File: src/rtl/alu_step_ctrl.sv
// Multicycle control FSM for the shared ALU datapath: sequences fetch, decode,
// execute, memory and writeback, and raises a one-cycle exception pulse with a held cause.
module alu_step_ctrl #(
   parameter int WAIT_LIMIT = 16,
   parameter int CW         = 5
) (
   input  logic       clk,
   input  logic       reset,
   input  logic [5:0] opcode,
   input  logic [5:0] funct,
   input  logic       mem_ready,
   input  logic       overflow,
   output logic       alu_src_a,
   output logic [1:0] alu_src_b,
   output logic [2:0] alu_op,
   output logic       mem_rd,
   output logic       mem_wr,
   output logic       ir_write,
   output logic       pc_write,
   output logic       pc_write_cond,
   output logic       reg_write,
   output logic       mem_to_reg,
   output logic       reg_dst,
   output logic       exception,
   output logic [1:0] cause,
   output logic [3:0] state_out
);

   typedef enum logic [3:0] {
      S_RESET  = 4'd0,
      S_FETCH  = 4'd1,
      S_DECODE = 4'd2,
      S_EXEC_R = 4'd3,
      S_EXEC_I = 4'd4,
      S_ADDR   = 4'd5,
      S_MEM_RD = 4'd6,
      S_MEM_WR = 4'd7,
      S_WB_ALU = 4'd8,
      S_WB_MEM = 4'd9,
      S_BRANCH = 4'd10,
      S_EXCPT  = 4'd11
   } state_t;

   localparam logic [5:0] OPC_RTYPE = 6'h00;
   localparam logic [5:0] OPC_ADDI  = 6'h08;
   localparam logic [5:0] OPC_LW    = 6'h23;
   localparam logic [5:0] OPC_SW    = 6'h2B;
   localparam logic [5:0] OPC_BEQ   = 6'h04;
   localparam logic [5:0] FN_ADD    = 6'h20;
   localparam logic [5:0] FN_SUB    = 6'h22;
   localparam logic [5:0] FN_AND    = 6'h24;
   localparam logic [5:0] FN_OR     = 6'h25;

   localparam logic [2:0] OP_ADD = 3'b001;
   localparam logic [2:0] OP_SUB = 3'b010;
   localparam logic [2:0] OP_AND = 3'b011;
   localparam logic [2:0] OP_OR  = 3'b100;

   localparam logic [1:0] CAUSE_BADOP   = 2'b01;
   localparam logic [1:0] CAUSE_OVF     = 2'b10;
   localparam logic [1:0] CAUSE_TIMEOUT = 2'b11;

   localparam logic [CW-1:0] LIMIT_M1 = CW'(WAIT_LIMIT - 1);

   state_t          state, nextState;
   logic [CW-1:0]   waitCnt;
   logic [1:0]      causeQ, nextCause;
   logic            regDstQ;
   logic            waitState;
   logic            atLimit;

   assign waitState = (state == S_FETCH) || (state == S_MEM_RD) || (state == S_MEM_WR);
   assign atLimit   = (waitCnt == LIMIT_M1);
   assign cause     = causeQ;
   assign state_out = state;

   // State, cause and the wait counter; the counter only runs while a memory wait state repeats
   always_ff @(posedge clk or posedge reset) begin
      if (reset) begin
         state   <= S_RESET;
         waitCnt <= '0;
         causeQ  <= 2'b00;
         regDstQ <= 1'b0;
      end else begin
         state  <= nextState;
         causeQ <= nextCause;
         if (state == S_DECODE) begin
            regDstQ <= (opcode == OPC_RTYPE);
         end
         if (waitState && !mem_ready && (nextState == state)) begin
            waitCnt <= waitCnt + CW'(1);
         end else begin
            waitCnt <= '0;
         end
      end
   end

   // Next-state dispatch and the per-state datapath controls
   always_comb begin
      nextState     = state;
      nextCause     = causeQ;
      alu_src_a     = 1'b0;
      alu_src_b     = 2'b00;
      alu_op        = 3'b000;
      mem_rd        = 1'b0;
      mem_wr        = 1'b0;
      ir_write      = 1'b0;
      pc_write      = 1'b0;
      pc_write_cond = 1'b0;
      reg_write     = 1'b0;
      mem_to_reg    = 1'b0;
      reg_dst       = 1'b0;
      exception     = 1'b0;
      case (state)
         S_RESET: nextState = S_FETCH;
         S_FETCH: begin
            mem_rd    = 1'b1;
            alu_src_b = 2'b01;
            alu_op    = OP_ADD;
            ir_write  = mem_ready;
            pc_write  = mem_ready;
            if (mem_ready) begin
               nextState = S_DECODE;
            end else if (atLimit) begin
               nextState = S_EXCPT;
               nextCause = CAUSE_TIMEOUT;
            end
         end
         S_DECODE: begin
            alu_src_b = 2'b11;
            alu_op    = OP_ADD;
            case (opcode)
               OPC_RTYPE:      nextState = S_EXEC_R;
               OPC_ADDI:       nextState = S_EXEC_I;
               OPC_LW, OPC_SW: nextState = S_ADDR;
               OPC_BEQ:        nextState = S_BRANCH;
               default: begin
                  nextState = S_EXCPT;
                  nextCause = CAUSE_BADOP;
               end
            endcase
         end
         S_EXEC_R: begin
            alu_src_a = 1'b1;
            nextState = S_WB_ALU;
            case (funct)
               FN_ADD, FN_SUB: begin
                  alu_op = (funct == FN_ADD) ? OP_ADD : OP_SUB;
                  if (overflow) begin
                     nextState = S_EXCPT;
                     nextCause = CAUSE_OVF;
                  end
               end
               FN_AND: alu_op = OP_AND;
               FN_OR:  alu_op = OP_OR;
               default: begin
                  nextState = S_EXCPT;
                  nextCause = CAUSE_BADOP;
               end
            endcase
         end
         S_EXEC_I: begin
            alu_src_a = 1'b1;
            alu_src_b = 2'b10;
            alu_op    = OP_ADD;
            if (overflow) begin
               nextState = S_EXCPT;
               nextCause = CAUSE_OVF;
            end else begin
               nextState = S_WB_ALU;
            end
         end
         S_ADDR: begin
            alu_src_a = 1'b1;
            alu_src_b = 2'b10;
            alu_op    = OP_ADD;
            nextState = (opcode == OPC_SW) ? S_MEM_WR : S_MEM_RD;
         end
         S_MEM_RD, S_MEM_WR: begin
            mem_rd = (state == S_MEM_RD);
            mem_wr = (state == S_MEM_WR);
            if (mem_ready) begin
               nextState = (state == S_MEM_RD) ? S_WB_MEM : S_FETCH;
            end else if (atLimit) begin
               nextState = S_EXCPT;
               nextCause = CAUSE_TIMEOUT;
            end
         end
         S_WB_ALU: begin
            reg_write = 1'b1;
            reg_dst   = regDstQ;
            nextState = S_FETCH;
         end
         S_WB_MEM: begin
            reg_write  = 1'b1;
            mem_to_reg = 1'b1;
            nextState  = S_FETCH;
         end
         S_BRANCH: begin
            alu_src_a     = 1'b1;
            alu_op        = OP_SUB;
            pc_write_cond = 1'b1;
            nextState     = S_FETCH;
         end
         S_EXCPT: begin
            exception = 1'b1;
            nextState = S_FETCH;
         end
         default: nextState = S_FETCH;
      endcase
   end

endmodule

File: config.mk
export PLATFORM = sky130hd
export DESIGN_NAME = alu_step_ctrl
export DESIGN_NICKNAME = d
export VERILOG_FILES = /design/src/rtl/alu_step_ctrl.sv
export SDC_FILE = /design/constraint.sdc
export NUM_CORES = 1
export LEC_CHECK = 0
export CORE_MARGIN = 8
export CORE_UTILIZATION = 40
export CTS_BUF_LIST = sky130_fd_sc_hd__clkbuf_16
export CTS_CLUSTER_DIAMETER = 30
export DETAILED_ROUTE_END_ITERATION = 8
export MAX_ROUTING_LAYER = met4
export PLACE_DENSITY = 0.76
export SYNTH_ARGS = -nofsm -noshare
export SYNTH_HDL_FRONTEND = slang
export SYNTH_SLANG_ARGS = --single-unit
File: constraint.sdc
create_clock -name clk -period 1.98 [get_ports clk]
set_clock_uncertainty 0.2 [all_clocks]
set_input_delay 0.297 -clock clk [delete_from_list [all_inputs] [get_ports clk]]
set_output_delay 0.297 -clock clk [all_outputs]
set_load 0.02 [all_outputs]
Word-level counts from Yosys, hierarchy flattened
Cells that the tools add are included.
{ "word_totals": {"mem_count": 0, "register_bits": 12, "rom_bits": 0, "wordCells": 77, "output_inout_bits": 21, "latch_bits": 0, "ram_bits": 0} }
{ "op_classes": {"eq_ne": 25, "mux": 29, "shift": 0, "n_bitwise": 0, "n_reduce_logical": 18, "mul": 0, "div": 0, "magnitude_cmp": 0, "add_sub_neg": 1} }
{ "ops": {"columns": ["op", "n"], "rows": [
  ["$eq A6 B6 Y1 const B", 6],
  ["$pmux W4 S6", 1],
  ["$pmux W3 S3", 2],
  ["$eq A4 B3 Y1 const B", 4],
  ["$eq A4 B4 Y1 const B", 4],
  ["$mux W4", 4],
  ["$pmux W4 S4", 1],
  ["$mux W2", 6],
  ["$reduce_or A2 Y1", 6],
  ["$mux W1", 9],
  ["$eq A4 B2 Y1 const B", 2],
  ["$pmux W2 S2", 2],
  ["$pmux W2 S4", 1],
  ["$reduce_or A4 Y1", 2],
  ["$eq A6 B3 Y1 const B", 1],
  ["$eq A6 B4 Y1 const B", 1],
  ["$logic_not A6 Y1", 1],
  ["$ne A2 B2 Y1 const B", 3],
  ["$pmux W2 S3", 1],
  ["$add A5 B1 Y5 const B", 1],
  ["$eq A5 B4 Y1 const B", 1],
  ["$mux W5", 1],
  ["$reduce_and A5 Y1", 1],
  ["$reduce_or A5 Y1", 1],
  ["9 further kinds", 11]
]} }

Longest topological paths before layout
{ "depth": {"ltp_word": 7, "ltp_mapped": 8, "depth_no_buf": 8} }

Worst setup path after synthesis
No wires, ideal clock.
{ "synth_path": {"kind": "register to output", "from": "register state[2], in the netlist state_out[2]", "to": "output pc_write", "t_required_ps": 1483, "slack_ps": -484, "path_buffers": 3, "path_stages_with_launch": 5, "arrival_time_ps": 1967, "cell_sequence": "dfrtp_1 -> clkbuf_1 -> clkbuf_1 -> nor4_1 -> buf_4"} }
{ "synth_via": {"elab_chain_len": 2} }
{ "synth_rtl": {"columns": ["item", "line", "source"], "rows": [
  ["start: declaration", "65", "state_t state, nextState;"],
  ["start signal: assignment", "85", "state <= nextState;"],
  ["$eq A4 B1 Y1", null, null],
  ["$mux W1", null, null],
  ["end: declaration", "19", "output logic pc_write,"]
]} }
Every way passes these cells.

Final worst setup path
{ "layout_path": {"from": "register state[0], in the netlist state_out[0]", "to": "register causeQ[0], in the netlist cause[0]"} }
{ "layout_via": {"elab_chain_len": 4, "elab_cells_between_ends": 14} }
{ "layout_rtl": {"columns": ["item", "line", "source"], "rows": [
  ["$eq A4 B1 Y1 / $eq A4 B3 Y1 (equally long branches)", "114", "case (state)"],
  ["$reduce_or A3 Y1 (no source line)", null, null],
  ["$ne A2 B1 Y1 (no source line), or another cell as far along", null, null],
  ["$reduce_and A5 Y1 (no source line)", null, null],
  ["end signal: assignment", "86", "causeQ <= nextCause;"],
  ["end: declaration", "67", "logic [1:0] causeQ, nextCause;"]
]} }
Parallel ways exist; a longest one is shown, timed or not.
A chain may end at the register's enable or synchronous reset.

==> results <==
==> cell usage after synthesis (2+ instances only) <==
master	number
xor2_1	3
o21ai_0	8
o221ai_1	2
inv_1	6
dfrtp_1	12
ha_1	2
xnor2_1	2
nand2b_1	5
buf_6	2
nand2_1	9
a31oi_1	5
nand3b_1	2
nor3_1	5
and3_1	4
a211oi_1	3
clkbuf_1	6
nor2_1	19
o22ai_1	2
a21oi_1	4
o21a_1	2
or3b_2	3
nand3_1	3
or3_1	3
==> routing by layer <==
metal	vias up	GRT usage, %
met3	20	2.349
li1	651	-
met4	0	9.867
met2	76	38.47
met1	708	19.86
met5	-	-
==> logic make-up (layout without fill, tap and decap cells) <==
kind of cell               after synthesis  count (layout)  share of synthesized area (%)
AOI/OAI and AO/OA                       33              33                          22.01
and+or+nand+nor                         62              62                          33.50
DFF                                     12              12                          29.34
xor gates and xnor gates                 5               5                          4.280
buffers and inverters                   15             102                          7.335
adders and majority gates                2               2                          2.445
muxes                                    1               1                          1.100
==> where the power goes <==
group,switching (mW),internal (mW)
logic,1.05,0.971
clock network,0.112,0.267
registers,0.0778,0.318
total,1.24,1.56
==> timing repair <==
action / in CTS / in global routing
pin swaps: 12 / 9
gates cloned: 0 / 1
hold buffers: 0 / 0
buffers inserted: 10 / 5
setup endpoints to repair: 28 / 18
gates resized for setup: 112 / 30
==> how the worst max path moves through the flow <==
stage | endpoint | slack [ps] | cells past startpoint
after floorplan | cause[0]$_DFFE_PP0P_ | -90 | 7
after global placement | alu_op[0] | -910 | 6
after detailed placement | alu_op[0] | -980 | 6
after CTS | cause[0]$_DFFE_PP0P_ | -80 | 6
after global routing | cause[1]$_DFFE_PP0P_ | -220 | 7
final | cause[0]$_DFFE_PP0P_ | -130 | 6
==> placed cells by master (no fill, tap or decap), types with 5 or more instances in the layout <==
cell type	count
buf_4	59
nor2_1	15
buf_6	9
a31oi_1	5
nand2_1	7
clkdlybuf4s50_1	13
dfrtp_1	8
inv_1	5
==> stage by stage <==
step | area, µm² | std cells | util, % | setup TNS (ps)
after floorplan | 1084 | 130 | - | -173.2
after global placement | 1723 | 227 | 70.18 | -6077
after detailed placement | 1723 | 227 | 70.18 | -6933
after CTS | 1929 | 241 | 78.59 | -445.7
after global routing | 2071 | 247 | 84.35 | -1668
final | 2071 | 247 | 84.35 | -875.4
==> state kept, by name, indices dropped and copies added (netlist names) <==
signal	flops
cause	2
regDstQ	1
state_out	4
waitCnt	5
==> cell type report <==
| type | count | area [µm²] | share of cell area, % |
|---|---|---|---|
| clock buffers | 3 | 75.07 | 3.625 |
| clock inverters | 1 | 3.754 | 0.1813 |
| inverters | 6 | 22.52 | 1.088 |
| multi-input cells | 103 | 847.1 | 40.91 |
| flip-flops and latches | 12 | 305.3 | 14.74 |
| well taps | 30 | 37.54 | 1.813 |
| repair buffers | 92 | 779.5 | 37.64 |
==> critical path: stages, from the launching register on <==
cell and delay, ps:
dfrtp_2 460, buf_6 140, or4b_4 550, a211oi_2 190
nor3_2 90, and2_4 150, a22o_1 200
==> results.txt <==
Starting Density = 41.69%
Critical Path AT = 2030 ps
GRT Overall Usage = 20.35%
worst reg2reg path depth = 6
final setup vio count = 12
Syn Area/Cell = 7.873 µm²
Highest Signal Layer = met4
FILL cells = 122
1st-iter DRT viols = 69
layout cells sized above 1 = 55.30%
syn nets = 148
drc violations = 0
total power = 2.795 mW
Die Y = 66.59 µm
Die W = 66.59 µm
setup ws final = -125.4 ps
synth-to-layout area growth = 102.3%
hold slack = 174.1 ps
top-level I/O count = 37
TritonCTS Buffers = 3
Worst-Margin Slew = 485.6 ps
synthesized flop and latch total = 12
final antenna-violating net count = 0
Post-synth EDFFs = 0
Worst setup EP type = flip-flop
Synth area leaders = dfrtp_1 (29%), nor2_1 (7.0%), o21ai_0 (3.9%), nand2_1 (3.3%), a31oi_1 (3.1%)
vias per cell = 5.891
cell count after synthesis = 130
first-pass GRT wire length = 6844 µm
clock transition at the registers of the reported paths = 50 ps
final wirelength = 5141 µm
drt wl/cell = 20.81 µm
WL met1 = 1852 µm
Main synth FF type = dfrtp_1
core area = 2455 µm²
reg-to-reg startpoint = state_out[0]$_DFF_PP0_
Pre-antenna DRT Iters = 4
Post-Synthesis Cell Area = 1023 µm²
clk buf depth = 2
number of synthesis warnings = 0
Final min period = 2105 ps
final hold vios = 0
status = finished, violations left
vias in the first global route = 1467
Layout Nets = 236
CTS tree = yes
Slew Limit Headroom = 67.59%
RSZ-0062 raised after global routing = true
Critical R2R Capture = cause[0]$_DFFE_PP0P_
n_diodes = 0
critical-path maximum fanout = 6
post-synth cell types = 41
H-tree Lvls = 1
FP Rows = 18
required time of the critical path = 1900 ps
met3 wire length = 218 µm
sequential fraction of the synthesis area = 29.34%
CTS Root Cell = clkbuf_16
pwr/cell area = 1350 nW/µm²
final RePlAce weighted congestion = 0.8347
LEAKAGE = 0.9347 nW
largest net degree at the start of global routing = 14
failing checks = setup timing
maximum vdd drop = 1.139 mV
Post-synth ARST share = 100.0%
detailed placement HPWL = 3023 µm
CP startpoint kind = flip-flop
Vias = 1455
Critical Path Source = state_out[0]$_DFF_PP0_
max_cap viols = 0
Post-Place Worst Slack = -980.3 ps
period utilization = 106.3%
post-synth top area cell = dfrtp_1
r2r setup slk = -130 ps
GR Overflow Total = 0
die area = 4434 µm²
Slew Viols, Final = 0
Met2 Wirelength = 2879 µm
Worst Setup Path Type = flip-flop to flip-flop
Max Freq = 475.0 MHz
latest clock arrival within the worst-skew pair = 240 ps
share of the synthesized area in the top cell type = 29.34%
Buffers on Ports = 36
initial antenna violation count = 0
Clock Sinks = 12
HP Class = primary input to asynchronous set/reset pin
Note: power is estimated with default switching activity, not from simulation.
